File: config.mk
export PLATFORM = sky130hd
export DESIGN_NAME = mult_arbiter
export DESIGN_NICKNAME = d
export VERILOG_FILES = /design/src/rtl/mult_arbiter.sv
export SDC_FILE = /design/constraint.sdc
export NUM_CORES = 1
export LEC_CHECK = 0
export ABC_CLOCK_PERIOD_IN_PS = 2400
export BUFFER_PORTS_ARGS = -buffer_cell sky130_fd_sc_hd__buf_2
export CORE_MARGIN = 5
export CORE_UTILIZATION = 49
export CTS_CLUSTER_SIZE = 14
export DETAILED_ROUTE_END_ITERATION = 6
export PLACE_DENSITY = 0.8
export SYNTH_ARGS = -nofsm -noshare
export SYNTH_HDL_FRONTEND = slang
export SYNTH_HIERARCHICAL = 1
export SYNTH_SLANG_ARGS = --single-unit
export TNS_END_PERCENT = 50
File: constraint.sdc
create_clock -name clk -period 2.4 [get_ports clk]
set_input_delay 0.48 -clock clk [delete_from_list [all_inputs] [get_ports clk]]
set_output_delay 0.48 -clock clk [all_outputs]
set_load 0.005 [all_outputs]
File: src/rtl/mult_arbiter.sv
// Round-robin arbiter sharing one 8-bit signed radix-2 Booth multiplier among N
// requesters, plus the free-running multiplier it sequences (start/busy, no reset).

module multiplier (
  input  logic        clk,
  input  logic        start,
  input  logic [7:0]  mc,
  input  logic [7:0]  mp,
  output logic [15:0] prod,
  output logic        busy
);
  logic [8:0] acc;
  logic [8:0] m;
  logic [7:0] q;
  logic       q_1;
  logic [3:0] cnt;
  logic [8:0] sum;

  always_comb begin
    sum = acc;
    case ({q[0], q_1})
      2'b01:   sum = acc + m;
      2'b10:   sum = acc - m;
      default: sum = acc;
    endcase
  end

  // Keeps stepping whenever start is low; the result is only valid while cnt == 8.
  always_ff @(posedge clk) begin
    if (start) begin
      acc <= '0;
      m   <= {mc[7], mc};
      q   <= mp;
      q_1 <= 1'b0;
      cnt <= '0;
    end else begin
      {acc, q, q_1} <= {sum[8], sum, q};
      cnt           <= cnt + 4'd1;
    end
  end

  assign busy = (cnt != 4'd8);
  assign prod = {acc[7:0], q};
endmodule

module mult_arbiter #(
  parameter int N   = 4,
  parameter int IDW = 2
) (
  input  logic           clk,
  input  logic           rst_n,
  input  logic [N-1:0]   req,
  input  logic [8*N-1:0] mc_in,
  input  logic [8*N-1:0] mp_in,
  output logic [N-1:0]   gnt,
  output logic [N-1:0]   done,
  output logic [IDW-1:0] done_id,
  output logic [15:0]    prod_out,
  output logic           arb_busy
);
  typedef enum logic [1:0] {IDLE, LOAD, RUN} state_t;

  state_t         state, state_nxt;
  logic [IDW-1:0] rr_ptr, cur_id, winner, rr_nxt;
  logic [IDW:0]   idx;
  logic           found;
  logic [7:0]     op_mc, op_mp;
  logic [3:0]     step;
  logic           err;
  logic           grant, capture, err_hit;
  logic           mul_start, mul_busy;
  logic [15:0]    mul_prod;

  multiplier u_mul (
    .clk   (clk),
    .start (mul_start),
    .mc    (op_mc),
    .mp    (op_mp),
    .prod  (mul_prod),
    .busy  (mul_busy)
  );

  // First set request at or after rr_ptr, wrapping.
  always_comb begin
    found  = 1'b0;
    winner = '0;
    idx    = '0;
    for (int i = 0; i < N; i++) begin
      idx = {1'b0, rr_ptr} + (IDW+1)'(i);
      if (idx >= (IDW+1)'(N)) idx = idx - (IDW+1)'(N);
      if (!found && req[idx[IDW-1:0]]) begin
        found  = 1'b1;
        winner = idx[IDW-1:0];
      end
    end
  end

  assign rr_nxt = (winner == IDW'(N-1)) ? '0 : winner + 1'b1;

  always_comb begin
    state_nxt = state;
    grant     = 1'b0;
    capture   = 1'b0;
    err_hit   = 1'b0;
    mul_start = 1'b0;
    case (state)
      IDLE: if (found) begin
        grant     = 1'b1;
        state_nxt = LOAD;
      end
      LOAD: begin
        mul_start = 1'b1;
        state_nxt = RUN;
      end
      RUN: if (!mul_busy || step == 4'd8) begin
        // Capture on the first busy-low cycle; a disagreement with our own count flags err.
        capture   = 1'b1;
        err_hit   = mul_busy || (step != 4'd8);
        state_nxt = IDLE;
      end
      default: state_nxt = IDLE;
    endcase
  end

  always_ff @(posedge clk or negedge rst_n) begin
    if (!rst_n) begin
      state    <= IDLE;
      rr_ptr   <= '0;
      cur_id   <= '0;
      op_mc    <= '0;
      op_mp    <= '0;
      step     <= '0;
      err      <= 1'b0;
      gnt      <= '0;
      done     <= '0;
      done_id  <= '0;
      prod_out <= '0;
    end else begin
      state <= state_nxt;
      gnt   <= '0;
      done  <= '0;
      if (grant) begin
        gnt    <= N'(1) << winner;
        cur_id <= winner;
        rr_ptr <= rr_nxt;
        op_mc  <= mc_in[{winner, 3'b000} +: 8];
        op_mp  <= mp_in[{winner, 3'b000} +: 8];
        step   <= '0;
      end
      if (state == RUN && !capture) step <= step + 4'd1;
      if (capture) begin
        prod_out <= mul_prod;
        done     <= N'(1) << cur_id;
        done_id  <= cur_id;
        if (err_hit) err <= 1'b1;
      end
    end
  end

  assign arb_busy = (state != IDLE);
endmodule

### Word-level counts from Yosys, hierarchy flattened

Cells that the tools add are included.

* add/subtract/negate cells: 12
* muxes and demuxes: 35
* shift-type cells: 4
* reduce and logical (&&, ||, !) cells: 14
* $lt $le $gt $ge: 8
* equal/unequal tests: 9

Operator list (number)
* 32-bit by 6-bit variable part select with 8-bit output: 2
* 2-bit 2-to-1 mux: 11
* 9-bit one-hot mux with 2 select lines: 1
* 4-bit 2-to-1 mux: 4
* 1-bit 2-to-1 mux: 13
* 2-bit by 3-bit less-than comparator with 1-bit output, second input constant: 4
* 8-bit by 8-bit adder with 9-bit output: 1
* 3-bit greater-or-equal comparator, second input constant: 3
* 8-bit by 8-bit subtractor with 9-bit output: 1
* 4-bit by 1-bit adder with 4-bit output, second input constant: 2
* 1-bit binary-select mux with 2-bit select: 4
* 8-bit 2-to-1 mux: 1
* 1-bit by 2-bit << shifter with 4-bit output, first input constant: 2
* 2-bit by 1-bit subtractor with 2-bit output, second input constant: 4
* 2-bit by 2-bit adder with 3-bit output, second input constant: 2
* 2-bit equality test, second input constant: 3
* 2-bit one-hot mux with 3 select lines: 1
* 1-bit logical NOT: 5
* 2-bit by 1-bit equality test with 1-bit output, second input constant: 2
* 4-bit equality test, second input constant: 1
* 1-bit logical AND: 4
* 2-bit inequality test, second input constant: 2
* 4-bit inequality test, second input constant: 1
* 2-bit nonzero test: 2
* 6 further kinds: 6

* logic and storage cells: 97
* register bits after elaboration: 81
* output and inout port bits: 27
* input port bits: 70

### Logic depth before layout (Yosys ltp)

* word-level depth: 18
* depth in mapped cells: 12
* depth with buffers taken out: 12

### By module

Netlist, hierarchy kept.

By module, submodules not included
* mult_arbiter: area an instance 2597.5 µm², times used 1, cells each 230, sequential area each 1301.2 µm²
* multiplier: area an instance 1480.2 µm², times used 1, cells each 145, sequential area each 660.6 µm²

### Worst setup path before layout

OpenSTA, ideal clock, no wires.

* kind: reg-to-reg
* start: reg u_mul.q_1
* end: reg, netlist name u_mul/acc[7]
* path slack: 0.016 ns
* stages on the path, launching flop included: 12
* data arrival time: 2.314 ns
* required time: 2.330 ns
* library setup time: 0.070 ns
* path buffers: 1
* period minus slack after synthesis: 2.384 ns
* path through: dfxtp_1 > inv_1 > ha_1 > buf_2 > mux2i_1 > fa_1 > a211oi_1 > o21ai_2 > o31ai_2 > xor2_1 > or3_1 > a21oi_1

* longest elaborated chain between the ends: 2
* elaborated cells between the ends (all ways): 3
* classes of those cells: eq/ne (2); mux (1)

Ends and longest elaborated chain
* start, declared: RTL line 15 `logic q_1;`
* start signal, assigned: RTL line 37 `{acc, q, q_1} <= {sum[8], sum, q};`
* 2-bit equality test or 2-bit by 1-bit equality test with 1-bit output (tied branches): RTL line 21 `case ({q[0], q_1})`
* 9-bit one-hot mux with 2 select lines *: RTL line 21

Every way passes the cells marked *; elsewhere a longest branch is shown, timed or not.
A chain may end at the register's enable or synchronous reset.

### Final worst setup path

* start: reg u_mul.m[1]
* end: reg, netlist name u_mul/acc[7]

* longest elaborated chain between the ends: 2
* elaborated cells between the ends (all ways): 3
* classes of those cells: add/sub (2); mux (1)

Ends and longest elaborated chain
* start, declared: RTL line 13 `logic [8:0] m;`
* start signal, assigned: RTL line 32 `m <= {mc[7], mc};`
* 8-bit by 8-bit subtractor with 9-bit output or 8-bit by 8-bit adder with 9-bit output (tied branches): RTL line 23, 22
* 9-bit one-hot mux with 2 select lines *: RTL line 21

Marks and branches as above.

==> flow_summary.json <==
{
  "final_cell_mix": "buf_2, dfrtp_1, nor3_1",
  "drc": 0,
  "cp.required_ps": 2680,
  "r2r_setup_slack_ps": -100,
  "rr_worst_depth": 12,
  "max_freq_mhz": 400,
  "async_flop_share_pct": 64.2,
  "drv_slew": 0,
  "p_sw_mw": 2.86,
  "cts_tree": "done",
  "multi_input_area_um2": 1990,
  "p_comb_share_pct": 54.4,
  "layout_commonest_cell": "buf_2",
  "p_sw_share_pct": 38.4,
  "critical_path_arrival_ps": 2780,
  "holdCritPathClass": "in -> async",
  "antenna_found_initial": 0,
  "insertion_delay_ps": 350,
  "ir_drop_mv": 0.521,
  "worstSetupPathType": "reg -> reg",
  "vias": 3197,
  "drt-vias-per-instance": 5.30,
  "yosysWarnings": 6,
  "drt_wl_total_um": 8970,
  "fp.coreArea_um2": 8180,
  "grt_overflow_total": 0,
  "p_clk_share_pct": 13.3,
  "worst_pin_slew_ps": 684,
  "power_mw": 7.46,
  "synth_fp_nets": 461,
  "violations": "negative setup slack",
  "port_buffers": 96,
  "clock_skew_ps": 11.3,
  "nNetsFinal": 579,
  "clk_pin_slew_ps": 80,
  "reg2reg_from": "u_mul/m[1]",
  "io_pins": 97,
  "synth_edf_count": 8,
  "p_int_mw": 4.60,
  "synth.avg_cell_area_um2": 10.9,
  "area_delta_synth_final_pct": 25.2,
  "fp.dieW_um": 101,
  "status": "finished, violations left",
  "setup_viol": 2,
  "regArea_um2": 1960,
  "num_antenna_cells": 0,
  "synthCells": 375,
  "ys_ff_latch": 81,
  "grt.total_usage_pct": 18.2,
  "hold_viol": 0,
  "cts_buffer_depth": 2,
  "critPathMaxFanout": 3,
  "yosysUniqueCellTypes": 47,
  "drtAntennaViolNets": 0,
  "power.density_nw_per_um2": 1460,
  "die_h_um": 101,
  "first_global_vias": 3281,
  "drt_iter0_markers": 100,
  "dieArea_um2": 10200,
  "fin_cells": 603,
  "fp-row-count": 33,
  "drt_first_pass_iters": 4,
  "start_util_pct": 49.9,
  "drv_cap": 0,
  "min_period_over_period_pct": 104,
  "critPathLaunchType": "flop",
  "wire_per_inst_um": 14.9,
  "place.gp.congestion": 0.848,
  "htree_levels": 3,
  "fin_ws_ps": -101,
  "ys.flop_type": "dfrtp_1",
  "grt_max_degree": 62,
  "r2r-end": "u_mul/acc[7]",
  "finalCriticalPeriod_ps": 2500,
  "num-fill-cells": 639,
  "dp_cells": 583,
  "syn_area_um2": 4080,
  "grt_pass1_wl_um": 14800,
  "cts-root-buf": "clkbuf_8",
  "dp_slack_ps": -104,
  "p_seq_share_pct": 32.3,
  "cts_hold_buf": 0,
  "critPathCaptureType": "flop",
  "clock-sinks": 81,
  "setup_tns_ps": -154,
  "drive_above_1_share_pct": 38.2,
  "ys_seq_area_share_pct": 48.1,
  "rsz0062_at_grt": "true",
  "numCtsBuffers": 9,
  "p_leak_nw": 2.58,
  "max-slew-margin-rel_pct": 54.3,
  "dp_hpwl_um": 6650
}
-- area by class of cell --
| cell class | instances | share of cell area [%] |
|---|---|---|
| multi-input combinational | 253 | 39.1 |
| tap | 105 | 2.57 |
| clock inverter | 5 | 1.08 |
| timing repair buffer | 128 | 14.6 |
| clock buffer | 11 | 2.77 |
| sequential | 81 | 38.4 |
| inverter | 20 | 1.47 |
-- worst max-delay path, stage by stage, from the launching register on --
cell	delay [ps]
edfxtp_1	450
inv_1	130
ha_4	140
nor3b_4	210
nor2_1	70
xnor2_1	130
ha_1	310
o211ai_1	120
o21ai_2	170
o31ai_2	80
xor2_1	170
or3_1	310
a21oi_1	130
-- stage by stage --
step | utilization (%) | hold WS [ps] | cell area [um^2]
floorplan | - | 184 | 4080
global placement | 58.7 | 434 | 4800
detailed placement | 58.7 | 436 | 4800
CTS | 61.9 | 171 | 5060
global route | 62.4 | 197 | 5100
finish | 62.4 | 151 | 5100
-- flip-flops by register name, indices dropped and copies added (netlist names), 4 cells and up --
| register | count |
|---|---|
| done | 4 |
| gnt | 4 |
| op_mc | 8 |
| op_mp | 8 |
| prod_out | 16 |
| step | 4 |
| u_mul/acc | 8 |
| u_mul/cnt | 4 |
| u_mul/m | 8 |
| u_mul/q | 8 |
-- logic make-up (layout without fill, tap and decap cells) --
family,after synthesis,in the layout,share of synthesized area (%)
and+or+nand+nor,100,100,12.2
DFF,81,81,48.1
AOI/OAI and AO/OA,63,63,11.1
muxes,60,60,15.5
buffers and inverters,41,164,5.00
adders and majority gates,16,16,5.09
xor gates and xnor gates,14,14,3.01
-- synth_stat cells (2+ instances only) --
cell type / number / share of area, %
nand3b_1: 3 / 0.55
xor2_1: 4 / 0.86
o211ai_1: 2 / 0.37
nor4_1: 2 / 0.31
o21ai_0: 11 / 1.4
or3_1: 2 / 0.31
dfxtp_1: 21 / 10
nand3_1: 6 / 0.74
nor2_1: 20 / 1.8
edfxtp_1: 8 / 5.9
a21oi_1: 14 / 1.7
xnor2_1: 10 / 2.1
a21o_1: 2 / 0.37
nand2_1: 13 / 1.2
buf_6: 3 / 0.83
o21a_1: 3 / 0.55
inv_1: 19 / 1.7
nor2b_1: 3 / 0.46
a2bb2oi_1: 2 / 0.43
nor3_1: 40 / 4.9
mux2i_1: 35 / 8.6
o31ai_1: 2 / 0.37
buf_2: 7 / 0.86
clkbuf_1: 8 / 0.74
and3_1: 2 / 0.31
or2_2: 2 / 0.31
a31oi_1: 2 / 0.31
a211o_1: 16 / 3.4
buf_4: 2 / 0.37
dfrtp_1: 52 / 32
nor3b_1: 4 / 0.74
ha_1: 15 / 4.6
a211oi_1: 2 / 0.37
mux2_2: 25 / 6.9
-- layer usage --
| layer | wire length [um] | track usage, % | part of all wire (%) | vias to the layer above |
|---|---|---|---|---|
| met1 | 3730 | 21.7 | 42 | 1521 |
| li1 | - | - | - | 1585 |
| met3 | 445 | 4.34 | 5.0 | 11 |
| met4 | 125 | 7.46 | 1.4 | 0 |
| met5 | 0 | 0 | 0 | - |
| met2 | 4670 | 31.6 | 52 | 80 |
-- worst max-delay path by stage --
stage               start           end  slack (ps)
6_report       u_mul/m[1]  u_mul/acc[7]        -100
2_1_floorplan   u_mul/q_1  u_mul/acc[7]          20
3_5_place_dp   u_mul/m[0]  u_mul/acc[7]        -100
5_1_grt        u_mul/m[0]  u_mul/acc[7]        -180
3_3_place_gp   u_mul/m[0]  u_mul/acc[7]         -10
4_1_cts        u_mul/m[1]  u_mul/acc[7]         -50
-- power by group through the flow --
| stage | combinational, mW | clock, mW | sequential [mW] |
|---|---|---|---|
| 2_1_floorplan | 2.71 | 0 | 2.33 |
| 3_3_place_gp | 3.63 | 0 | 2.39 |
| 3_5_place_dp | 3.78 | 0 | 2.43 |
| 4_1_cts | 3.95 | 1.01 | 2.40 |
| 5_1_grt | 4.46 | 1.08 | 2.48 |
| 6_report | 4.06 | 0.993 | 2.41 |
-- timing repair --
item,in CTS,in global routing
setup buffers,4,0
gates resized for setup,7,11
pin swaps,4,12
setup endpoints to repair,3,4
Power figures use the tool's default switching activity.
